### src/rtl/seq_gen.sv
// seq_gen: serialises a latched word MSB-first, repeat_cnt+1 times back to
// back, then pulses done for one cycle. While the stream is emitted, a 4-bit
// window of the emitted bits is tracked across word boundaries, and every
// 1101 or 0110 window is counted in a saturating 8-bit match counter.
// All outputs come straight from flops, so dout only moves on the rising edge.
module seq_gen #(
  parameter int WIDTH = 8
) (
  input  logic             clk,
  input  logic             rst,
  input  logic             load,
  input  logic [WIDTH-1:0] data,
  input  logic [7:0]       repeat_cnt,
  output logic             ready,
  output logic             dout,
  output logic             dout_valid,
  output logic             done,
  output logic [7:0]       match_cnt
);

  localparam int IDXW = (WIDTH > 1) ? $clog2(WIDTH) : 1;
  localparam logic [IDXW-1:0] LAST_IDX = IDXW'(WIDTH - 1);

  typedef enum logic [1:0] {
    S_IDLE  = 2'd0,
    S_SHIFT = 2'd1,
    S_DONE  = 2'd2
  } state_t;

  // Registered state
  state_t           r_state;
  logic [WIDTH-1:0] r_word;     // latched word being serialised
  logic [7:0]       r_rep;      // words still to send after the current one
  logic [IDXW-1:0]  r_idx;      // index of the bit currently on dout
  logic             r_ready;
  logic             r_dout;
  logic             r_valid;
  logic             r_done;
  logic [3:0]       r_window;   // last four emitted bits, oldest in [3]
  logic [1:0]       r_fill;     // emitted bits so far, saturating at 3
  logic [7:0]       r_match;

  // Next-state values
  state_t           w_state_next;
  logic [WIDTH-1:0] w_word_next;
  logic [7:0]       w_rep_next;
  logic [IDXW-1:0]  w_idx_next;
  logic             w_ready_next;
  logic             w_dout_next;
  logic             w_valid_next;
  logic             w_done_next;
  logic [3:0]       w_window_next;
  logic [1:0]       w_fill_next;
  logic [7:0]       w_match_next;

  // Emission helpers: a bit is emitted on this edge, and the window/counter
  // values it builds on (cleared on a fresh acceptance).
  logic             w_emit;
  logic             w_emit_bit;
  logic [3:0]       w_win_base;
  logic [1:0]       w_fill_base;
  logic [7:0]       w_match_base;
  logic [IDXW-1:0]  w_idx_dec;
  logic             w_hit;

  assign w_idx_dec = r_idx - IDXW'(1);

  assign ready      = r_ready;
  assign dout       = r_dout;
  assign dout_valid = r_valid;
  assign done       = r_done;
  assign match_cnt  = r_match;

  // Next-state, emission and pattern-count logic
  always_comb begin
    w_state_next  = r_state;
    w_word_next   = r_word;
    w_rep_next    = r_rep;
    w_idx_next    = r_idx;
    w_ready_next  = r_ready;
    w_dout_next   = r_dout;
    w_valid_next  = r_valid;
    w_done_next   = r_done;
    w_emit        = 1'b0;
    w_emit_bit    = 1'b0;
    w_win_base    = r_window;
    w_fill_base   = r_fill;
    w_match_base  = r_match;
    w_window_next = r_window;
    w_fill_next   = r_fill;
    w_match_next  = r_match;
    w_hit         = 1'b0;

    case (r_state)
      S_IDLE: begin
        w_ready_next = 1'b1;
        w_dout_next  = 1'b0;
        w_valid_next = 1'b0;
        w_done_next  = 1'b0;
        if (load) begin
          // Accept: latch the request and put the first bit out immediately.
          w_word_next  = data;
          w_rep_next   = repeat_cnt;
          w_idx_next   = LAST_IDX;
          w_emit       = 1'b1;
          w_emit_bit   = data[WIDTH-1];
          w_win_base   = 4'd0;
          w_fill_base  = 2'd0;
          w_match_base = 8'd0;
          w_ready_next = 1'b0;
          w_state_next = S_SHIFT;
        end
      end

      S_SHIFT: begin
        w_ready_next = 1'b0;
        w_done_next  = 1'b0;
        if (r_idx != '0) begin
          w_idx_next = w_idx_dec;
          w_emit     = 1'b1;
          w_emit_bit = r_word[w_idx_dec];
        end else if (r_rep != 8'd0) begin
          // Start the next repeat with no gap.
          w_rep_next = r_rep - 8'd1;
          w_idx_next = LAST_IDX;
          w_emit     = 1'b1;
          w_emit_bit = r_word[WIDTH-1];
        end else begin
          w_dout_next  = 1'b0;
          w_valid_next = 1'b0;
          w_done_next  = 1'b1;
          w_state_next = S_DONE;
        end
      end

      S_DONE: begin
        w_ready_next = 1'b1;
        w_dout_next  = 1'b0;
        w_valid_next = 1'b0;
        w_done_next  = 1'b0;
        w_state_next = S_IDLE;
      end

      default: begin
        // Unreachable encoding: fall back to a clean idle.
        w_ready_next = 1'b1;
        w_dout_next  = 1'b0;
        w_valid_next = 1'b0;
        w_done_next  = 1'b0;
        w_state_next = S_IDLE;
      end
    endcase

    if (w_emit) begin
      w_dout_next   = w_emit_bit;
      w_valid_next  = 1'b1;
      w_window_next = {w_win_base[2:0], w_emit_bit};
      w_fill_next   = (w_fill_base == 2'd3) ? 2'd3 : w_fill_base + 2'd1;
      w_match_next  = w_match_base;
      // The window is complete only once three earlier bits exist.
      w_hit = (w_fill_base == 2'd3) &&
              ((w_window_next == 4'b1101) || (w_window_next == 4'b0110));
      if (w_hit && (w_match_base != 8'hFF)) begin
        w_match_next = w_match_base + 8'd1;
      end
    end
  end

  // State and output registers with synchronous reset
  always_ff @(posedge clk) begin
    if (rst) begin
      r_state  <= S_IDLE;
      r_word   <= '0;
      r_rep    <= 8'd0;
      r_idx    <= '0;
      r_ready  <= 1'b1;
      r_dout   <= 1'b0;
      r_valid  <= 1'b0;
      r_done   <= 1'b0;
      r_window <= 4'd0;
      r_fill   <= 2'd0;
      r_match  <= 8'd0;
    end else begin
      r_state  <= w_state_next;
      r_word   <= w_word_next;
      r_rep    <= w_rep_next;
      r_idx    <= w_idx_next;
      r_ready  <= w_ready_next;
      r_dout   <= w_dout_next;
      r_valid  <= w_valid_next;
      r_done   <= w_done_next;
      r_window <= w_window_next;
      r_fill   <= w_fill_next;
      r_match  <= w_match_next;
    end
  end

endmodule

### config.mk
export PLATFORM = sky130hd
export DESIGN_NAME = seq_gen
export DESIGN_NICKNAME = d
export VERILOG_FILES = /design/src/rtl/seq_gen.sv
export SDC_FILE = /design/constraint.sdc
export NUM_CORES = 1
export LEC_CHECK = 0
export CORE_MARGIN = 2
export CORE_UTILIZATION = 54
export CTS_BUF_LIST = sky130_fd_sc_hd__clkbuf_2 sky130_fd_sc_hd__clkbuf_4 sky130_fd_sc_hd__clkbuf_8
export CTS_CLUSTER_DIAMETER = 40
export CTS_CLUSTER_SIZE = 12
export DETAILED_ROUTE_END_ITERATION = 7
export GPL_ROUTABILITY_DRIVEN = 1
export PLACE_DENSITY = 0.92
export SYNTH_ARGS = -nofsm -noshare
export SYNTH_HDL_FRONTEND = slang
export SYNTH_SLANG_ARGS = --single-unit
### constraint.sdc
create_clock -name clk -period 7.8 [get_ports clk]
set_input_delay 1.56 -clock clk [delete_from_list [all_inputs] [get_ports clk]]
set_output_delay 1.56 -clock clk [all_outputs]
set_load 0.05 [all_outputs]
==> results of run 1 <==
per-layer routing:
layer | share of wire [%] | global-route usage (%) | vias to the layer above | wire (um)
li1 | - | - | 878 | -
met1 | 43 | 25.5 | 831 | 1780
met2 | 50 | 39.7 | 46 | 2070
met3 | 4.9 | 6.13 | 9 | 204
met4 | 1.7 | 10.8 | 0 | 71
met5 | 0 | 0 | - | 0
power by group through the flow:
stage	Clock [mW]	Sequential, mW	Combinational (mW)
2_1_floorplan	0	0.228	0.0832
3_3_place_gp	0	0.224	0.115
3_5_place_dp	0	0.225	0.118
4_1_cts	0.170	0.221	0.119
5_1_grt	0.180	0.224	0.132
6_report	0.169	0.222	0.119
cell type report:
class | count | area [um^2] | share of cell area, %
Clock inverter | 3 | 68.8 | 3.01
Clock buffer | 5 | 37.5 | 1.64
Tap cell | 46 | 57.6 | 2.52
Timing Repair Buffer | 30 | 300 | 13.1
Multi-Input combinational cell | 179 | 1040 | 45.5
Inverter | 6 | 22.5 | 0.984
Sequential cell | 38 | 761 | 33.2
worst paths after layout:
check | start | endpoint | depth (start not counted)
worst max-delay path | load | match_cnt[7] | 11
worst min-delay path | r_word[0] | r_word[0] | 2
worst max register to register | r_state[0] | match_cnt[7] | 10
worst min register to register | r_word[0] | r_word[0] | 2
worst min-delay path: stages, from the launching register on:
cell and delay (ns):
dfxtp_1 0.33, nand2_1 0.05, a21oi_1 0.06
layout by cell type, fill, tap and decap left out, drive strengths merged, types with 2 or more instances in the layout:
master         count
nand2             41
nor2              26
mux2i              2
nor4               4
or2                2
ha                 5
nor2b              3
nand3b             2
clkdlybuf4s50     30
or3                3
nand3              6
nor3               4
or4                2
o211ai             3
and2               2
a311oi             2
a21oi             31
or3b               2
a211oi             2
clkbuf             5
nand4              2
a31oi              2
o31ai              3
nand2b             3
mux4               2
dfxtp             38
inv                6
bufinv             2
o21ai             13
cell families after synthesis:
logic type	Yosys count	share of synthesized area [%]
adder cells (fa/ha/maj)	5	3.36
multiplexers	4	3.90
XOR/XNOR	2	0.942
buffers and inverters	15	3.16
AO/OA/AOI/OAI	62	20.2
AND/OR/NAND/NOR	106	27.5
flip-flops	38	40.9
flip-flops by register name, indices dropped and copies added, names as in the netlist, 2 cells and up:
name / cells
match_cnt: 8
r_rep: 8
r_window: 3
r_idx: 3
r_state: 2
r_fill: 2
r_word: 8
per-stage QoR:
| step | std cells | power, mW |
|---|---|---|
| 2_1_floorplan | 232 | 0.311 |
| 3_3_place_gp | 299 | 0.339 |
| 4_1_cts | 307 | 0.511 |
| 6_report | 307 | 0.510 |
| 5_1_grt | 307 | 0.536 |
| 3_5_place_dp | 299 | 0.343 |
==> results_tabular.tex, run 1 <==
\begin{tabular}{lr}
\hline
Metric & Value \\
\hline
\multicolumn{2}{l}{\textbf{Status}} \\
Result of the run & finished clean \\
\multicolumn{2}{l}{\textbf{Global routing}} \\
Largest net degree at the start of global routing & 35 \\
Total overflow reported by the global router & 0 \\
Global Route Usage Sum & 22.7\% \\
Number of global-route vias before repair & roughly 1700 \\
Wire length of the first global-routing pass & $\sim$7100 um \\
Number of antenna violations at the first check in global routing & 0 \\
\multicolumn{2}{l}{\textbf{Final layout}} \\
Cell area after layout & 2290 um\^{}2 \\
Number of filler cells placed in the layout & approximately 280 \\
Nets & 284 \\
Finished Core Util & $\sim$69\% \\
Inserted Diodes & 0 \\
Area growth from synthesis to layout & 23.0\% \\
Share of layout cells above drive strength 1 & between 6 and 7\% \\
\multicolumn{2}{l}{\textbf{Clock network}} \\
Post-CTS setup buffers & 0 \\
Hold buffer count at CTS & 0 \\
Worst-case clock buffer depth & 2 \\
Number of buffers created by CTS & 5 \\
H-tree depth & 2 \\
TritonCTS Sinks & 38 \\
Clock tree root driver cell & clkbuf\_4 \\
TritonCTS clock tree & built \\
Number of gates given a new drive strength after cts & 0 \\
Clock latency on the worst-skew pair & around 0.36 ns \\
Clock transition time at the flip-flop clock pins of the worst setup and hold paths & $\sim$0.12 ns \\
\multicolumn{2}{l}{\textbf{Die}} \\
Row Count & 21 \\
Number of top-level design ports & 31 \\
Horiz. Die Dim & 62.7 um \\
Total die area & around 3900 um\^{}2 \\
Initial Util & between 50\% and 60\% \\
Placeable core area & approximately 3300 um\^{}2 \\
DIE HEIGHT & around 63 um \\
\multicolumn{2}{l}{\textbf{Timing}} \\
Pins over their slew limit & 0 \\
Setup TNS & 0 ns \\
Clk\_skew & 0.0108 ns \\
Part of the cycle the worst path needs & 53.2\% \\
WHS & 0.466 ns \\
Final worst-path setup slack & between 3 and 4 ns \\
Pin slew with the least headroom to its limit & 1.18 ns \\
Final setup fails & 0 \\
Setup repair after global routing missed its margin & false \\
Achievable frequency & around 240 MHz \\
Final min period & around 4.1 ns \\
Hold violation count in the final report & 0 \\
Normalized max-slew margin & between 20\% and 30\% \\
\multicolumn{2}{l}{\textbf{Logic synthesis}} \\
\#FFs+latches synth & 38 \\
Most numerous cell types in the synthesized netlist & nand2\_1 (41), dfxtp\_1 (38), a21oi\_1 (31) \\
Post-Syn Nets & between 200 and 300 \\
Area of the mapped netlist & $\sim$1900 um\^{}2 \\
Library cells used by synthesis & 46 \\
Top FF cell, synth & dfxtp\_1 \\
Most frequently used cell type in the post-synthesis netlist & nand2\_1 \\
Largest area contributor in the netlist & dfxtp\_1 \\
Area contributors post-synth & dfxtp\_1 (41\%), a21oi\_1 (8.3\%), nand2\_1 (8.3\%), nor2\_1 (5.2\%), ha\_1 (3.4\%) \\
Share of Yosys cell area claimed by the top area cell type & 40.9\% \\
Post-Synthesis Cells & roughly 230 \\
Share of async-settable or async-resettable flops after synthesis & 0\% \\
Number of warnings issued by yosys & 0 \\
Fraction of the yosys area taken by sequential cells & between 40\% and 50\% \\
Mean instance size in the synthesized netlist & 8.02 um\^{}2 \\
Number of enable-type register cells in the synthesized netlist & 0 \\
\multicolumn{2}{l}{\textbf{Route}} \\
\# DRC & 0 \\
Total wire length & 4130 um \\
Routed length per placed instance & roughly 13 um \\
Average via count per standard cell & 5.75 \\
Number of search-and-repair iterations in the first detailed-routing pass & 5 \\
Iter 0 DRT Violations & 128 \\
Vias after detailed routing & between 1500 and 2000 \\
Residual antenna-violating net count after detailed routing & 0 \\
\multicolumn{2}{l}{\textbf{Worst setup path}} \\
CP max stage delay & around 0.51 ns \\
Total buffers and inverters traversed by the critical path & 1 \\
Category of the worst setup path launch point & input pin \\
Ordered cell list for the critical path & clkdlybuf4s50\_1, nand2b\_1, or2\_2, and2\_1, ha\_1, nand3\_1, nor2\_1, nor4\_1, o2111ai\_2, or4\_1, a21oi\_1 \\
Dominant delay contributor by cell family on the critical path & simple AND/OR/NAND/NOR gates \\
Kind of end point of the critical path & flop \\
Flop2flop setup slack & about 5 ns \\
Critical setup path kind & in -> reg \\
Crit path required time & about 8 ns \\
Standard cell with the maximum stage delay on the critical path & or4\_1 \\
Critical-path maximum fanout & 14 \\
Data arrival, critical path & 4.43 ns \\
\multicolumn{2}{l}{\textbf{Pwr}} \\
Combinational share of power & 23.4\% \\
Switching power as a share of total power & 29.8\% \\
Clock power frac & about a third \\
Register share of total power & around 44\% \\
Maximum ir drop on the vdd rail & 0.121 mV \\
Power density of the placed cells & roughly 220 nW/um\^{}2 \\
LEAKAGE & $\sim$0.84 nW \\
Cell-internal power & 0.358 mW \\
Total net switching power & 0.152 mW \\
\multicolumn{2}{l}{\textbf{Placed design}} \\
Pre-CTS worst setup slack & $\sim$3.3 ns \\
Buffers added on ports & 30 \\
Post-DP Area & $\sim$2200 um\^{}2 \\
DP Wirelength & $\sim$2900 um \\
Routability congestion estimate from global placement & $\sim$0.8 \\
\multicolumn{2}{l}{\textbf{Hold path}} \\
Type of the worst min-delay path & reg -> reg \\
\multicolumn{2}{l}{\textbf{Flow run}} \\
Max-capacitance violation count & 0 \\
\hline
\end{tabular}
Note: power is estimated with default switching activity, not from simulation.
==> inputs of run 2 (changes only) <==
- clock period: 7.8 -> 4.1 ns (I/O delays scaled with it)
==> run 2 against run 1 <==
Clock skew shrank 0.0033 ns. Flip-flop and latch count is the same. Clock power grew 26%. Combinational power grew 93%. Critical path depth is the same. Worst hold slack lost 0.00067 ns. Register-to-register slack lost 3.8 ns. Via count shrank 0.17%. Global-route usage grew 0.14 points. Die area is the same. Critical endpoint unchanged. Largest cell class unchanged. Highest routed layer unchanged. Clock-buffer cell count grew 2. Sequential power grew 90%.
==> results_tabular.tex, run 2 (synthesized netlist as in run 1, its figures left out) <==
\begin{tabular}{lr}
\hline
Metric & Value \\
\hline
\multicolumn{2}{l}{\textbf{Worst setup path}} \\
Critical-path maximum fanout & 14 \\
Data arrival, critical path & 3.76 ns \\
Crit path required time & 4.39 ns \\
Worst Reg-to-Reg Cells & 10 \\
Category of the worst setup path launch point & input pin \\
Startpoint of the worst-slack reg-to-reg timing path & r\_state[0] \\
Reg-to-reg critical path endpoint & match\_cnt[7] \\
Total buffers and inverters traversed by the critical path & 1 \\
CP max stage delay & roughly 0.53 ns \\
Kind of end point of the critical path & flop \\
Flop2flop setup slack & 1.15 ns \\
Standard cell with the maximum stage delay on the critical path & or4\_1 \\
Dominant delay contributor by cell family on the critical path & simple AND/OR/NAND/NOR gates \\
Critical setup path kind & in -> reg \\
Ordered cell list for the critical path & clkdlybuf4s50\_1, nand2b\_1, or2\_2, and2\_1, ha\_1, nand3\_1, nor2\_1, nor4\_1, o2111ai\_2, or4\_1, a21oi\_1 \\
\multicolumn{2}{l}{\textbf{Final layout}} \\
Area of combinational cells with multiple inputs & around 1000 um\^{}2 \\
Share of layout cells above drive strength 1 & $\sim$7.6\% \\
Number of filler cells placed in the layout & 280 \\
Nets & between 200 and 300 \\
Inserted Diodes & 0 \\
Non-filler cells in the finished layout & roughly 310 \\
Most common cell after layout, fill and taps aside & nand2\_1 \\
Area growth from synthesis to layout & 21.5\% \\
Storage element area & 761 um\^{}2 \\
Commonest cells after routing, fill and taps aside & nand2\_1 (41), dfxtp\_1 (38), a21oi\_1 (31), clkdlybuf4s50\_1 (30), nor2\_1 (26) \\
\multicolumn{2}{l}{\textbf{Die}} \\
Horiz. Die Dim & between 60 and 70 um \\
Placeable core area & $\sim$3300 um\^{}2 \\
Number of top-level design ports & 31 \\
Initial Util & a little under three fifths \\
Row Count & 21 \\
DIE HEIGHT & between 60 and 70 um \\
Total die area & $\sim$3900 um\^{}2 \\
\multicolumn{2}{l}{\textbf{Clock network}} \\
Number of gates given a new drive strength after cts & 0 \\
Clock tree root driver cell & clkbuf\_4 \\
TritonCTS clock tree & built \\
Worst-case clock buffer depth & 2 \\
Hold buffer count at CTS & 0 \\
Post-CTS setup buffers & 0 \\
H-tree depth & 2 \\
TritonCTS Sinks & 38 \\
Clock latency on the worst-skew pair & between 0.3 and 0.4 ns \\
Clock transition time at the flip-flop clock pins of the worst setup and hold paths & approximately 0.11 ns \\
Number of buffers created by CTS & 5 \\
\multicolumn{2}{l}{\textbf{Timing}} \\
Hold violation count in the final report & 0 \\
Part of the cycle the worst path needs & 84.5\% \\
Clk\_skew & about 0.0075 ns \\
Setup TNS & 0 ns \\
Achievable frequency & between 200 and 300 MHz \\
Final setup fails & 0 \\
Setup repair after global routing missed its margin & false \\
Final min period & roughly 3.5 ns \\
Pin slew with the least headroom to its limit & $\sim$0.81 ns \\
Normalized max-slew margin & between 40\% and 50\% \\
Pins over their slew limit & 0 \\
\multicolumn{2}{l}{\textbf{Route}} \\
Vias after detailed routing & 1761 \\
Average via count per standard cell & between 5 and 6 \\
Residual antenna-violating net count after detailed routing & 0 \\
Total wire length & just over 4000 um \\
Iter 0 DRT Violations & between 100 and 150 \\
Number of search-and-repair iterations in the first detailed-routing pass & 4 \\
\# DRC & 0 \\
Routed length per placed instance & 13.3 um \\
\multicolumn{2}{l}{\textbf{Global routing}} \\
Total overflow reported by the global router & 0 \\
Number of global-route vias before repair & $\sim$1700 \\
Number of antenna violations at the first check in global routing & 0 \\
Global Route Usage Sum & between 20\% and 30\% \\
Largest net degree at the start of global routing & 35 \\
Wire length of the first global-routing pass & between 7000 and 8000 um \\
\multicolumn{2}{l}{\textbf{Pwr}} \\
Total Power & 0.864 mW \\
Maximum ir drop on the vdd rail & between 0.2 and 0.25 mV \\
Power density of the placed cells & roughly 380 nW/um\^{}2 \\
LEAKAGE & approximately 0.83 nW \\
\multicolumn{2}{l}{\textbf{Hold path}} \\
Hold Crit Start & r\_word[2] \\
Type of the worst min-delay path & reg -> reg \\
Hold Crit Endpoint & r\_word[2] \\
Worst hold path stage count & 2 \\
\multicolumn{2}{l}{\textbf{Status}} \\
Result of the run & finished clean \\
\multicolumn{2}{l}{\textbf{Flow run}} \\
Max-capacitance violation count & 0 \\
\multicolumn{2}{l}{\textbf{Placed design}} \\
Buffers added on ports & 30 \\
Routability congestion estimate from global placement & between 0.8 and 0.9 \\
Total instance count after detailed placement & between 300 and 400 \\
DP Wirelength & 2880 um \\
\hline
\end{tabular}
-- run 2: metal layers --
metal | vias to the layer above | GRT usage, % | wire length [um]
met5 | - | 0 | 0
met4 | 0 | 8.61 | 65
met3 | 6 | 7.03 | 236
met2 | 47 | 39.7 | 1990
met1 | 827 | 26.3 | 1820
li1 | 881 | - | -
-- run 2: area by class of cell --
class	instances	area share, %
sequential	38	33.6
timing repair buffer	32	13.9
tap	46	2.55
multi-input combinational	179	46.0
clock buffer	7	2.60
inverter	6	0.996
clock inverter	1	0.221
-- run 2: worst max-delay path by stage --
stage / start / to / slack [ns] / cells after the start
finish: load / match_cnt[7] / 0.64 / 11
detailed placement: load / match_cnt[7] / 0.32 / 11
global route: load / match_cnt[7] / 0.42 / 11
CTS: load / match_cnt[7] / 0.66 / 11
global placement: load / match_cnt[7] / 0.45 / 11
floorplan: load / match_cnt[7] / 0.90 / 11
-- run 2: power by group --
| part | switching, mW | internal (mW) | total [mW] |
|---|---|---|---|
| sequential | 0.0238 | 0.397 | 0.421 |
| clock | 0.124 | 0.0897 | 0.213 |
| combinational | 0.135 | 0.0947 | 0.230 |
-- run 2: metrics by stage --
step / setup slack, ns / util [%] / area (um^2) / hold slack (ns)
floorplan: 0.901 / - / 1860 / 0.432
global placement: 0.445 / 66.4 / 2200 / 0.444
detailed placement: 0.319 / 66.4 / 2200 / 0.453
CTS: 0.663 / 68.3 / 2260 / 0.469
global route: 0.420 / 68.3 / 2260 / 0.490
finish: 0.636 / 68.3 / 2260 / 0.466
-- run 2: worst register-to-register path, cell delays in order (launching register included) --
cell and delay (ns):
dfxtp_1 0.35, nand2b_1 0.19, or2_2 0.41, and2_1 0.23
ha_1 0.23, nand3_1 0.11, nor2_1 0.04, nor4_1 0.36
o2111ai_2 0.27, or4_1 0.53, a21oi_1 0.18
==> inputs of run 3 (changes only) <==
- CORE_UTILIZATION: 54 -> 49
- PLACE_DENSITY: 0.92 -> 0.88
- clock period: 4.1 -> 2.9 ns (I/O delays scaled with it)
==> run 3 against run 2 <==
First-iteration DRC count fell by 23%. Flip-flop and latch count did not move. Clock power rose by 68%. Sequential power rose by 42%. Core utilization fell by 3.3 points. Power rose by 50%. Final cell count rose by 3.9%. Clock-buffer cell count did not move. Worst setup slack got worse by 0.53 ns. Critical endpoint is now match_cnt[3].
==> results_tabular.tex, run 3 (synthesized netlist as in run 1, its figures left out) <==
\begin{tabular}{lr}
\hline
Metric & Value \\
\hline
\multicolumn{2}{l}{\textbf{Worst setup path}} \\
Crit path required time & 3.12 ns \\
Kind of end point of the critical path & flop \\
Number of gates on the worst path with buffers counted & 12 \\
Total buffers and inverters traversed by the critical path & 2 \\
Standard cell with the maximum stage delay on the critical path & clkdlybuf4s50\_1 \\
CP max stage delay & just under 0.5 ns \\
Flop2flop setup slack & around 0.13 ns \\
Worst Reg-to-Reg Cells & 9 \\
Data arrival, critical path & just over 3 ns \\
Category of the worst setup path launch point & input pin \\
Ordered cell list for the critical path & clkdlybuf4s50\_1, nand2b\_1, or2\_2, and2\_4, ha\_1, nand3\_1, nor2\_1, nor4\_2, o2111ai\_2, buf\_4, or3\_1, a21oi\_1 \\
Dominant delay contributor by cell family on the critical path & simple AND/OR/NAND/NOR gates \\
Critical setup path kind & in -> reg \\
Critical-path maximum fanout & 6 \\
\multicolumn{2}{l}{\textbf{Clock network}} \\
TritonCTS Sinks & 38 \\
TritonCTS clock tree & built \\
Number of buffers created by CTS & 5 \\
Clock latency on the worst-skew pair & 0.29 ns \\
Worst-case clock buffer depth & 2 \\
Clock tree root driver cell & clkbuf\_8 \\
H-tree depth & 2 \\
Clock transition time at the flip-flop clock pins of the worst setup and hold paths & around 0.07 ns \\
Hold buffer count at CTS & 0 \\
\multicolumn{2}{l}{\textbf{Pwr}} \\
LEAKAGE & about 0.89 nW \\
Maximum ir drop on the vdd rail & 0.411 mV \\
Power density of the placed cells & about 550 nW/um\^{}2 \\
Total Power & $\sim$1.3 mW \\
\multicolumn{2}{l}{\textbf{Final layout}} \\
Commonest cells after routing, fill and taps aside & nand2\_1 (41), dfxtp\_1 (38), a21oi\_1 (30), clkdlybuf4s50\_1 (30), nor2\_1 (26) \\
Non-filler cells in the finished layout & $\sim$320 \\
Area growth from synthesis to layout & 28.0\% \\
Most common cell after layout, fill and taps aside & nand2\_1 \\
Nets & 297 \\
Inserted Diodes & 0 \\
Share of layout cells above drive strength 1 & between 10\% and 20\% \\
\multicolumn{2}{l}{\textbf{Global routing}} \\
Largest net degree at the start of global routing & 23 \\
Total overflow reported by the global router & 0 \\
Global Route Usage Sum & 21.8\% \\
Number of antenna violations at the first check in global routing & 0 \\
Number of global-route vias before repair & approximately 1700 \\
Wire length of the first global-routing pass & 7240 um \\
\multicolumn{2}{l}{\textbf{Route}} \\
Routed length per placed instance & 13.4 um \\
Number of search-and-repair iterations in the first detailed-routing pass & 4 \\
Residual antenna-violating net count after detailed routing & 0 \\
\# DRC & 0 \\
Average via count per standard cell & 5.60 \\
Total wire length & $\sim$4300 um \\
Vias after detailed routing & approximately 1800 \\
Iter 0 DRT Violations & 93 \\
\multicolumn{2}{l}{\textbf{Timing}} \\
Setup repair after global routing missed its margin & false \\
Hold violation count in the final report & 0 \\
Final setup fails & 0 \\
Clk\_skew & between 0.004 and 0.005 ns \\
Setup TNS & 0 ns \\
Pins over their slew limit & 0 \\
Pin slew with the least headroom to its limit & about 0.61 ns \\
Normalized max-slew margin & between 50\% and 60\% \\
Final min period & 2.79 ns \\
WHS & $\sim$0.45 ns \\
Part of the cycle the worst path needs & approximately 96\% \\
Achievable frequency & approximately 360 MHz \\
Final worst-path setup slack & 0.105 ns \\
\multicolumn{2}{l}{\textbf{Flow run}} \\
Max-capacitance violation count & 0 \\
\multicolumn{2}{l}{\textbf{Hold path}} \\
Worst hold path stage count & 2 \\
Type of the worst min-delay path & reg -> reg \\
\multicolumn{2}{l}{\textbf{Die}} \\
Total die area & 4310 um\^{}2 \\
Number of top-level design ports & 31 \\
DIE HEIGHT & around 66 um \\
Placeable core area & between 3000 and 4000 um\^{}2 \\
Row Count & 22 \\
Horiz. Die Dim & between 60 and 70 um \\
Initial Util & approximately half \\
\multicolumn{2}{l}{\textbf{Placed design}} \\
Pre-CTS worst setup slack & -0.249 ns \\
Routability congestion estimate from global placement & just under 0.9 \\
Total instance count after detailed placement & approximately 310 \\
DP Wirelength & between 3000 and 4000 um \\
Buffers added on ports & 30 \\
\multicolumn{2}{l}{\textbf{Status}} \\
Result of the run & finished clean \\
\hline
\end{tabular}
## run 3: cell count changes in the layout (fill, tap and decap cells not counted), sizes merged
cell and delta:
clkinv -1, buf +11
## run 3: worst paths after layout
path | endpoint | startpoint
worst max register to register | match_cnt[3] | r_idx[0]
worst min register to register | r_word[5] | r_word[5]
worst min-delay path | r_word[5] | r_word[5]
worst max-delay path | match_cnt[3] | load
## run 3: worst min-delay path, delay by kind of cell, from the launching register on
family	cells	cell delay, ns
and+or+nand+nor	1	0.05
DFF	1	0.31
AOI/OAI and AO/OA	1	0.05
## run 3: power by group
| part | switching (mW) | total [mW] | internal [mW] |
|---|---|---|---|
| Combinational | 0.195 | 0.345 | 0.150 |
| Clock | 0.173 | 0.357 | 0.184 |
| Sequential | 0.0343 | 0.596 | 0.562 |
| Total | 0.402 | 1.30 | 0.896 |
## run 3: what timing repair did
item	in CTS	in global routing
setup buffers	0	1
setup endpoints to repair	0	5
gates resized for setup	0	3
## run 3: area by class of cell
class | count | area (um^2)
inverter | 6 | 22.5
sequential | 38 | 761
timing repair buffer | 43 | 398
fill | 293 | 1280
clock buffer | 7 | 83.8
tap | 48 | 60.1
multi-input combinational | 179 | 1060
## run 3: per-stage QoR
step / area (um^2) / util [%]
2_1_floorplan: 1870 / -
4_1_cts: 2360 / 64.6
6_report: 2380 / 65.0
3_3_place_gp: 2280 / 62.3
3_5_place_dp: 2280 / 62.3
5_1_grt: 2380 / 65.0
## run 3: per-layer routing
| layer | routed length [um] | GRT usage, % | vias to the layer above |
|---|---|---|---|
| met3 | 213 | 4.97 | 8 |
| met2 | 2090 | 35.2 | 54 |
| met1 | 1900 | 27.2 | 835 |
| met5 | 0 | 0 | - |
| met4 | 91 | 10.9 | 0 |
| li1 | - | - | 902 |
